**src/rtl/tthbif_uart_rx_if.sv**
```systemverilog
// Received-byte handshake bundle: master drives data/valid, slave returns ready.
interface tthbif_uart_rx_if;
  logic [7:0] data_o;
  logic       valid_o;
  logic       ready_i;

  modport master (output data_o, output valid_o, input ready_i);
  modport slave  (input data_o, input valid_o, output ready_i);
endinterface

```
**src/rtl/tthbif_uart_rx.sv**
```systemverilog
// UART receiver, 8N1 (8E1 when TTHBIF_UART_RX_PARITY_EN is defined); byte out 1 cycle after stop sample.
// Holds one byte until ready_i; a good frame arriving while full is dropped with an overrun pulse.
module tthbif_uart_rx #(
  parameter int unsigned CLKS_PER_BIT = 16
) (
  input  logic             clk_i,
  input  logic             rst_i,
  input  logic             en_i,
  input  logic             uart_rx_i,
  tthbif_uart_rx_if.master rx_if,
  output logic             frm_err_o,
  output logic             overrun_o,
  output logic             par_err_o
);

  localparam int CW = $clog2(CLKS_PER_BIT);
  localparam logic [CW-1:0] LAST      = CW'(CLKS_PER_BIT - 1);
  localparam logic [CW-1:0] HALF_LAST = CW'(CLKS_PER_BIT / 2 - 1);

  typedef enum logic [2:0] {
    S_IDLE,
    S_START,
    S_DATA,
    S_STOP
`ifdef TTHBIF_UART_RX_PARITY_EN
    , S_PARITY
`endif
  } state_t;

  state_t        state_q;
  logic [1:0]    sync_q;
  logic [CW-1:0] cnt_q;
  logic [2:0]    idx_q;
  logic [7:0]    shift_q;
  logic [7:0]    data_q;
  logic          valid_q;
  logic          stop_done_q;
  logic          stop_bit_q;
  logic          frm_err_q;
  logic          overrun_q;
  logic          rx_s;
  logic          par_ok;

  assign rx_s = sync_q[1];

`ifdef TTHBIF_UART_RX_PARITY_EN
  logic par_bit_q;
  logic par_err_q;
  assign par_ok    = ~(^{shift_q, par_bit_q});
  assign par_err_o = par_err_q;
`else
  assign par_ok    = 1'b1;
  assign par_err_o = 1'b0;
`endif

  always_ff @(posedge clk_i) begin
    if (rst_i) begin
      state_q     <= S_IDLE;
      sync_q      <= 2'b11;
      cnt_q       <= '0;
      idx_q       <= '0;
      shift_q     <= '0;
      data_q      <= '0;
      valid_q     <= 1'b0;
      stop_done_q <= 1'b0;
      stop_bit_q  <= 1'b1;
      frm_err_q   <= 1'b0;
      overrun_q   <= 1'b0;
`ifdef TTHBIF_UART_RX_PARITY_EN
      par_bit_q   <= 1'b0;
      par_err_q   <= 1'b0;
`endif
    end else begin
      sync_q    <= {sync_q[0], uart_rx_i};
      frm_err_q <= 1'b0;
      overrun_q <= 1'b0;
`ifdef TTHBIF_UART_RX_PARITY_EN
      par_err_q <= 1'b0;
`endif
      if (valid_q && rx_if.ready_i) valid_q <= 1'b0;

      if (!en_i) begin
        state_q <= S_IDLE;
        cnt_q   <= '0;
      end else begin
        case (state_q)
          S_IDLE: begin
            if (!rx_s) begin
              state_q     <= S_START;
              cnt_q       <= '0;
              idx_q       <= '0;
              stop_done_q <= 1'b0;
            end
          end
          S_START: begin
            if (cnt_q == HALF_LAST) begin
              cnt_q   <= '0;
              state_q <= rx_s ? S_IDLE : S_DATA;
            end else begin
              cnt_q <= cnt_q + CW'(1);
            end
          end
          S_DATA: begin
            if (cnt_q == LAST) begin
              cnt_q   <= '0;
              shift_q <= {rx_s, shift_q[7:1]};
              if (idx_q == 3'd7) begin
`ifdef TTHBIF_UART_RX_PARITY_EN
                state_q <= S_PARITY;
`else
                state_q <= S_STOP;
`endif
              end else begin
                idx_q <= idx_q + 3'd1;
              end
            end else begin
              cnt_q <= cnt_q + CW'(1);
            end
          end
`ifdef TTHBIF_UART_RX_PARITY_EN
          S_PARITY: begin
            if (cnt_q == LAST) begin
              cnt_q     <= '0;
              par_bit_q <= rx_s;
              state_q   <= S_STOP;
            end else begin
              cnt_q <= cnt_q + CW'(1);
            end
          end
`endif
          S_STOP: begin
            if (!stop_done_q) begin
              if (cnt_q == LAST) begin
                cnt_q       <= '0;
                stop_bit_q  <= rx_s;
                stop_done_q <= 1'b1;
              end else begin
                cnt_q <= cnt_q + CW'(1);
              end
            end else begin
              // Frame verdict is taken one cycle after the stop sample.
              state_q     <= S_IDLE;
              stop_done_q <= 1'b0;
              frm_err_q   <= ~stop_bit_q;
`ifdef TTHBIF_UART_RX_PARITY_EN
              par_err_q   <= ~par_ok;
`endif
              if (stop_bit_q && par_ok) begin
                if (valid_q && !rx_if.ready_i) begin
                  overrun_q <= 1'b1;
                end else begin
                  data_q  <= shift_q;
                  valid_q <= 1'b1;
                end
              end
            end
          end
          default: state_q <= S_IDLE;
        endcase
      end
    end
  end

  assign rx_if.data_o  = data_q;
  assign rx_if.valid_o = valid_q;
  assign frm_err_o     = frm_err_q;
  assign overrun_o     = overrun_q;

endmodule

```
**src/flat_wrapper.sv**
```systemverilog
// flat-port wrapper written by rule: the top's interface ports become plain ports
module tthbif_uart_rx_flat 
#(
  parameter int unsigned CLKS_PER_BIT = 16
)
  (clk_i, rst_i, en_i, uart_rx_i, frm_err_o, overrun_o, par_err_o, rx_if_data_o, rx_if_valid_o, rx_if_ready_i);
  tthbif_uart_rx_if rx_if_i ();
  input  logic clk_i;
  input  logic rst_i;
  input  logic en_i;
  input  logic uart_rx_i;
  output logic frm_err_o;
  output logic overrun_o;
  output logic par_err_o;
  output wire logic [$bits(rx_if_i.data_o)-1:0] rx_if_data_o;
  output wire logic [$bits(rx_if_i.valid_o)-1:0] rx_if_valid_o;
  input wire logic [$bits(rx_if_i.ready_i)-1:0] rx_if_ready_i;
  assign rx_if_data_o = rx_if_i.data_o;
  assign rx_if_valid_o = rx_if_i.valid_o;
  assign rx_if_i.ready_i = rx_if_ready_i;
  tthbif_uart_rx #(.CLKS_PER_BIT(CLKS_PER_BIT)) u_core (.clk_i(clk_i), .rst_i(rst_i), .en_i(en_i), .uart_rx_i(uart_rx_i), .rx_if(rx_if_i), .frm_err_o(frm_err_o), .overrun_o(overrun_o), .par_err_o(par_err_o));
endmodule
```
**config.mk**
```make
export PLATFORM = sky130hd
export DESIGN_NAME = tthbif_uart_rx_flat
export DESIGN_NICKNAME = d
export VERILOG_FILES = /design/src/rtl/tthbif_uart_rx_if.sv /design/src/rtl/tthbif_uart_rx.sv /design/src/flat_wrapper.sv
export SDC_FILE = /design/constraint.sdc
export NUM_CORES = 1
export LEC_CHECK = 0
export ABC_AREA = 1
export CELL_PAD_IN_SITES_DETAIL_PLACEMENT = 0
export CELL_PAD_IN_SITES_GLOBAL_PLACEMENT = 1
export CORE_UTILIZATION = 38
export CTS_BUF_LIST = sky130_fd_sc_hd__clkbuf_4 sky130_fd_sc_hd__clkbuf_8
export DETAILED_ROUTE_END_ITERATION = 8
export PLACE_DENSITY_LB_ADDON = 0.08
export SYNTH_ARGS = -nofsm -noshare
export SYNTH_HDL_FRONTEND = slang
export SYNTH_SLANG_ARGS = --single-unit
```
**constraint.sdc**
```tcl
create_clock -name clk_i -period 1.5 [get_ports clk_i]
set_clock_uncertainty 0.15 [all_clocks]
set_input_delay 0.225 -clock clk_i [delete_from_list [all_inputs] [get_ports clk_i]]
set_output_delay 0.225 -clock clk_i [all_outputs]
set_load 0.01 [all_outputs]
```
==> summary.json <==
{
  "run_status": {"value": "finished clean"},
  "fin_cells": {"value": 272},
  "post-route-cell-area": {"value": 1980, "unit": "µm²"},
  "tritoncts": {"value": "done"},
  "layout-drive-gt1-share": {"value": 27.4, "unit": "%"},
  "number_of_buffers_created_by_cts": {"value": 5},
  "chipHeight": {"value": 63.5, "unit": "µm"},
  "timing_max_transition_violations_final": {"value": 0},
  "num_rows": {"value": 21},
  "worst_path_max_stage_delay": {"value": 0.32, "unit": "ns"},
  "floorplan.initialDensity": {"value": 41.4, "unit": "%"},
  "synth_to_layout_area_growth": {"value": 37.8, "unit": "%"},
  "irDropWorstVdd": {"value": 0.453, "unit": "mV"},
  "io_buffers": {"value": 15},
  "worst_ep_required_time": {"value": 1.53, "unit": "ns"},
  "floorplan.die.width": {"value": 63.5, "unit": "µm"},
  "htree_levels": {"value": 2},
  "count_of_pins_on_the_block_boundary": {"value": 17},
  "power-per-cell-area": {"value": 897, "unit": "nW/µm²"},
  "synth.mux.area_fraction": {"value": 0, "unit": "%"},
  "crit_path_cell_trace": {"value": "ha_1, ha_2, nand2_1, o21ai_2, nor2_4, nand2_2, nand2_1, a21oi_1"},
  "dp_hpwl": {"value": 2230, "unit": "µm"},
  "post_drt_via_cell_ratio": {"value": 4.81},
  "totalWireLength": {"value": 3070, "unit": "µm"},
  "combinational_family_with_the_most_area_after_synthesis": {"value": "simple AND/OR/NAND/NOR gates"},
  "synth-compound-area-share": {"value": 13.1, "unit": "%"},
  "clk-insertion-delay-late": {"value": 0.28, "unit": "ns"},
  "hp-class": {"value": "reg2reg"},
  "numClockSinks": {"value": 32},
  "cts-root-to-sink-buffers": {"value": 2},
  "yosysSeqAreaShare": {"value": 44.6, "unit": "%"},
  "worstSetupStartpointType": {"value": "register"},
  "avgSynthCellArea": {"value": 7.64, "unit": "µm²"},
  "crit_path_top_delay_cell": {"value": "sky130_fd_sc_hd__dfxtp_2"},
  "numPlacedInstances": {"value": 263},
  "post_dp_cell_area": {"value": 1760, "unit": "µm²"},
  "detail_route.iter0.violations": {"value": 47},
  "grt_antenna_before_repair": {"value": 0},
  "path_max_fanout": {"value": 4},
  "drt-wirelength-per-cell": {"value": 11.3, "unit": "µm"},
  "num_antenna_cells": {"value": 0},
  "critPathKind": {"value": "reg2reg"},
  "route.detailed.drc": {"value": 0},
  "clk_pin_slew": {"value": 0.07, "unit": "ns"},
  "post_synth_inst_count": {"value": 188},
  "vias_in_the_first_global_route": {"value": 1210},
  "yosys.area_share.xor_xnor": {"value": 0, "unit": "%"},
  "postSynthNetCount": {"value": 201},
  "layout_common_cells": {"value": "37 x sky130_fd_sc_hd__nor2_1, 29 x sky130_fd_sc_hd__dfxtp_1, 23 x sky130_fd_sc_hd__nand2_1"},
  "first_pass_iters": {"value": 4},
  "timing.critical_path.arrival": {"value": 1.48, "unit": "ns"},
  "postSynthRegisterBits": {"value": 32},
  "gpl.final_weighted_congestion": {"value": 0.765},
  "cts.root.buffer_cell": {"value": "sky130_fd_sc_hd__clkbuf_8"},
  "global_route.overflow_total": {"value": 0},
  "ant_nets": {"value": 0},
  "leakage_power_summed_over_all_cells": {"value": 0.879, "unit": "nW"},
  "max-cap-violations": {"value": 0},
  "critical_path_buf_inv_count": {"value": 0},
  "grt_setup_unrepaired": {"value": "yes"},
  "min_tclk_post_route": {"value": 1.45, "unit": "ns"},
  "grtUsageTotal": {"value": 17.1, "unit": "%"},
  "pre_cts_slack": {"value": -0.194, "unit": "ns"},
  "clock.fmax": {"value": 690, "unit": "MHz"},
  "filler_cell_count": {"value": 347},
  "mostFrequentLayoutCell": {"value": "sky130_fd_sc_hd__nor2_1"},
  "core_region_area": {"value": 3470, "unit": "µm²"},
  "hold_viol": {"value": 0},
  "critPathMostFrequentCell": {"value": "sky130_fd_sc_hd__nand2_1"},
  "basic_gate_share_of_the_synthesized_area_counting_and_or_nand_and_nor_cells": {"value": 28.9, "unit": "%"},
  "synth.cell_area": {"value": 1440, "unit": "µm²"},
  "synth_cell_type_count": {"value": 28},
  "final-setup-viol-count": {"value": 0},
  "yosys.area_share.adder": {"value": 6.97, "unit": "%"},
  "finalNetCount": {"value": 238},
  "dieArea": {"value": 4030, "unit": "µm²"},
  "setup_ws": {"value": 0.0504, "unit": "ns"},
  "num_vias": {"value": 1307},
  "family_with_the_most_delay_on_the_worst_path": {"value": "simple AND/OR/NAND/NOR gates"},
  "synth_warnings": {"value": 0},
  "largest_net_degree_at_the_start_of_global_routing": {"value": 18},
  "post-route-period-util": {"value": 96.6, "unit": "%"},
  "grt_first_pass_wirelength": {"value": 5310, "unit": "µm"},
  "cp-end-kind": {"value": "register"}
}
[Yosys cell counts]
cell	number	area share, %
sky130_fd_sc_hd__inv_2	2	0.52
sky130_fd_sc_hd__nand3_2	1	0.70
sky130_fd_sc_hd__nand2_2	2	0.87
sky130_fd_sc_hd__clkinv_2	1	0.35
sky130_fd_sc_hd__buf_6	1	0.78
sky130_fd_sc_hd__o21ai_0	18	6.3
sky130_fd_sc_hd__dfxtp_1	32	45
sky130_fd_sc_hd__buf_4	1	0.52
sky130_fd_sc_hd__nand3_4	1	1.2
sky130_fd_sc_hd__buf_2	1	0.35
sky130_fd_sc_hd__a211oi_1	2	1.0
sky130_fd_sc_hd__a21oi_1	12	4.2
sky130_fd_sc_hd__nand3_1	7	2.4
sky130_fd_sc_hd__or2_2	2	0.87
sky130_fd_sc_hd__ha_1	8	7.0
sky130_fd_sc_hd__nand2_1	28	7.3
sky130_fd_sc_hd__nor2_1	40	10
sky130_fd_sc_hd__conb_1	1	0.26
sky130_fd_sc_hd__nor2_2	1	0.44
sky130_fd_sc_hd__o21bai_1	1	0.52
sky130_fd_sc_hd__nand2_4	1	0.78
sky130_fd_sc_hd__nor3_1	1	0.35
sky130_fd_sc_hd__inv_1	13	3.4
sky130_fd_sc_hd__clkbuf_1	1	0.26
sky130_fd_sc_hd__o21ai_1	3	1.0
sky130_fd_sc_hd__nand4_1	5	2.2
sky130_fd_sc_hd__nor2_4	1	0.78
sky130_fd_sc_hd__nand3b_1	1	0.52
[path summary, 6_finish.rpt]
kind	from	to	slack, ns	cells past startpoint
setup / recovery	u_core.idx_q[0]$_SDFFE_PP0P_	u_core.idx_q[1]$_SDFFE_PP0P_	0.05	8
hold / removal	u_core.sync_q[0]$_SDFF_PP1_	u_core.sync_q[1]$_SDFF_PP1_	0.26	1
hold reg to reg	u_core.sync_q[0]$_SDFF_PP1_	u_core.sync_q[1]$_SDFF_PP1_	0.26	1
setup reg to reg	u_core.idx_q[0]$_SDFFE_PP0P_	u_core.idx_q[1]$_SDFFE_PP0P_	0.05	8
[routing by layer]
metal	up-vias	GRT usage, %	wire length [µm]
met1	596	22.6	1520
met3	4	5.98	115
met2	23	25.3	1400
met5	-	0	0
met4	0	6.82	40
li1	684	-	-
[flip-flops by register name, indices dropped and copies added (netlist names)]
signal / flops
u_core.stop_done_q: 1
u_core.cnt_q: 4
u_core.sync_q: 2
u_core.rx_if.data_o: 8
u_core.frm_err_o: 1
u_core.state_q: 2
u_core.shift_q: 8
u_core.overrun_o: 1
u_core.idx_q: 3
u_core.rx_if.valid_o: 1
u_core.stop_bit_q: 1
[per-stage QoR]
stage | utilization [%] | total power, mW | TNS, ns | hold slack (ns)
2_1_floorplan | - | 0.926 | 0 | 0.179
3_3_place_gp | 50.6 | 0.957 | -2.45 | 0.247
3_5_place_dp | 50.6 | 0.959 | -3.39 | 0.243
4_1_cts | 54.0 | 1.79 | 0 | 0.259
5_1_grt | 57.1 | 1.85 | -0.253 | 0.293
6_report | 57.1 | 1.78 | 0 | 0.257
[cells by family after synthesis]
family | Yosys count
AO/OA/AOI/OAI | 36
buffers and inverters | 20
flip-flops | 32
other | 1
AND/OR/NAND/NOR | 91
adder cells (fa/ha/maj) | 8
[what timing repair did]
action                                  CTS  global route
pin swaps                                 1             6
hold buffers                              0             0
endpoints found under the setup margin   33            25
setup buffers                             0             1
resized for setup                        18            31
[cell type report]
class | count | area, µm² | area share (%)
Clock inverter | 2 | 35.0 | 1.77
Tap cell | 46 | 57.6 | 2.91
Clock buffer | 6 | 76.3 | 3.86
Multi-Input combinational cell | 136 | 813 | 41.1
Sequential cell | 32 | 649 | 32.8
Timing Repair Buffer | 34 | 283 | 14.3
Inverter | 16 | 65.1 | 3.29
[power by group]
part / internal [mW] / leakage [nW] / switching [mW] / total [mW]
Combinational: 0.0409 / 0.560 / 0.0560 / 0.0969
Sequential: 0.852 / 0.260 / 0.00456 / 0.856
Clock: 0.510 / 0.0586 / 0.312 / 0.823
Power figures use the tool's default switching activity.
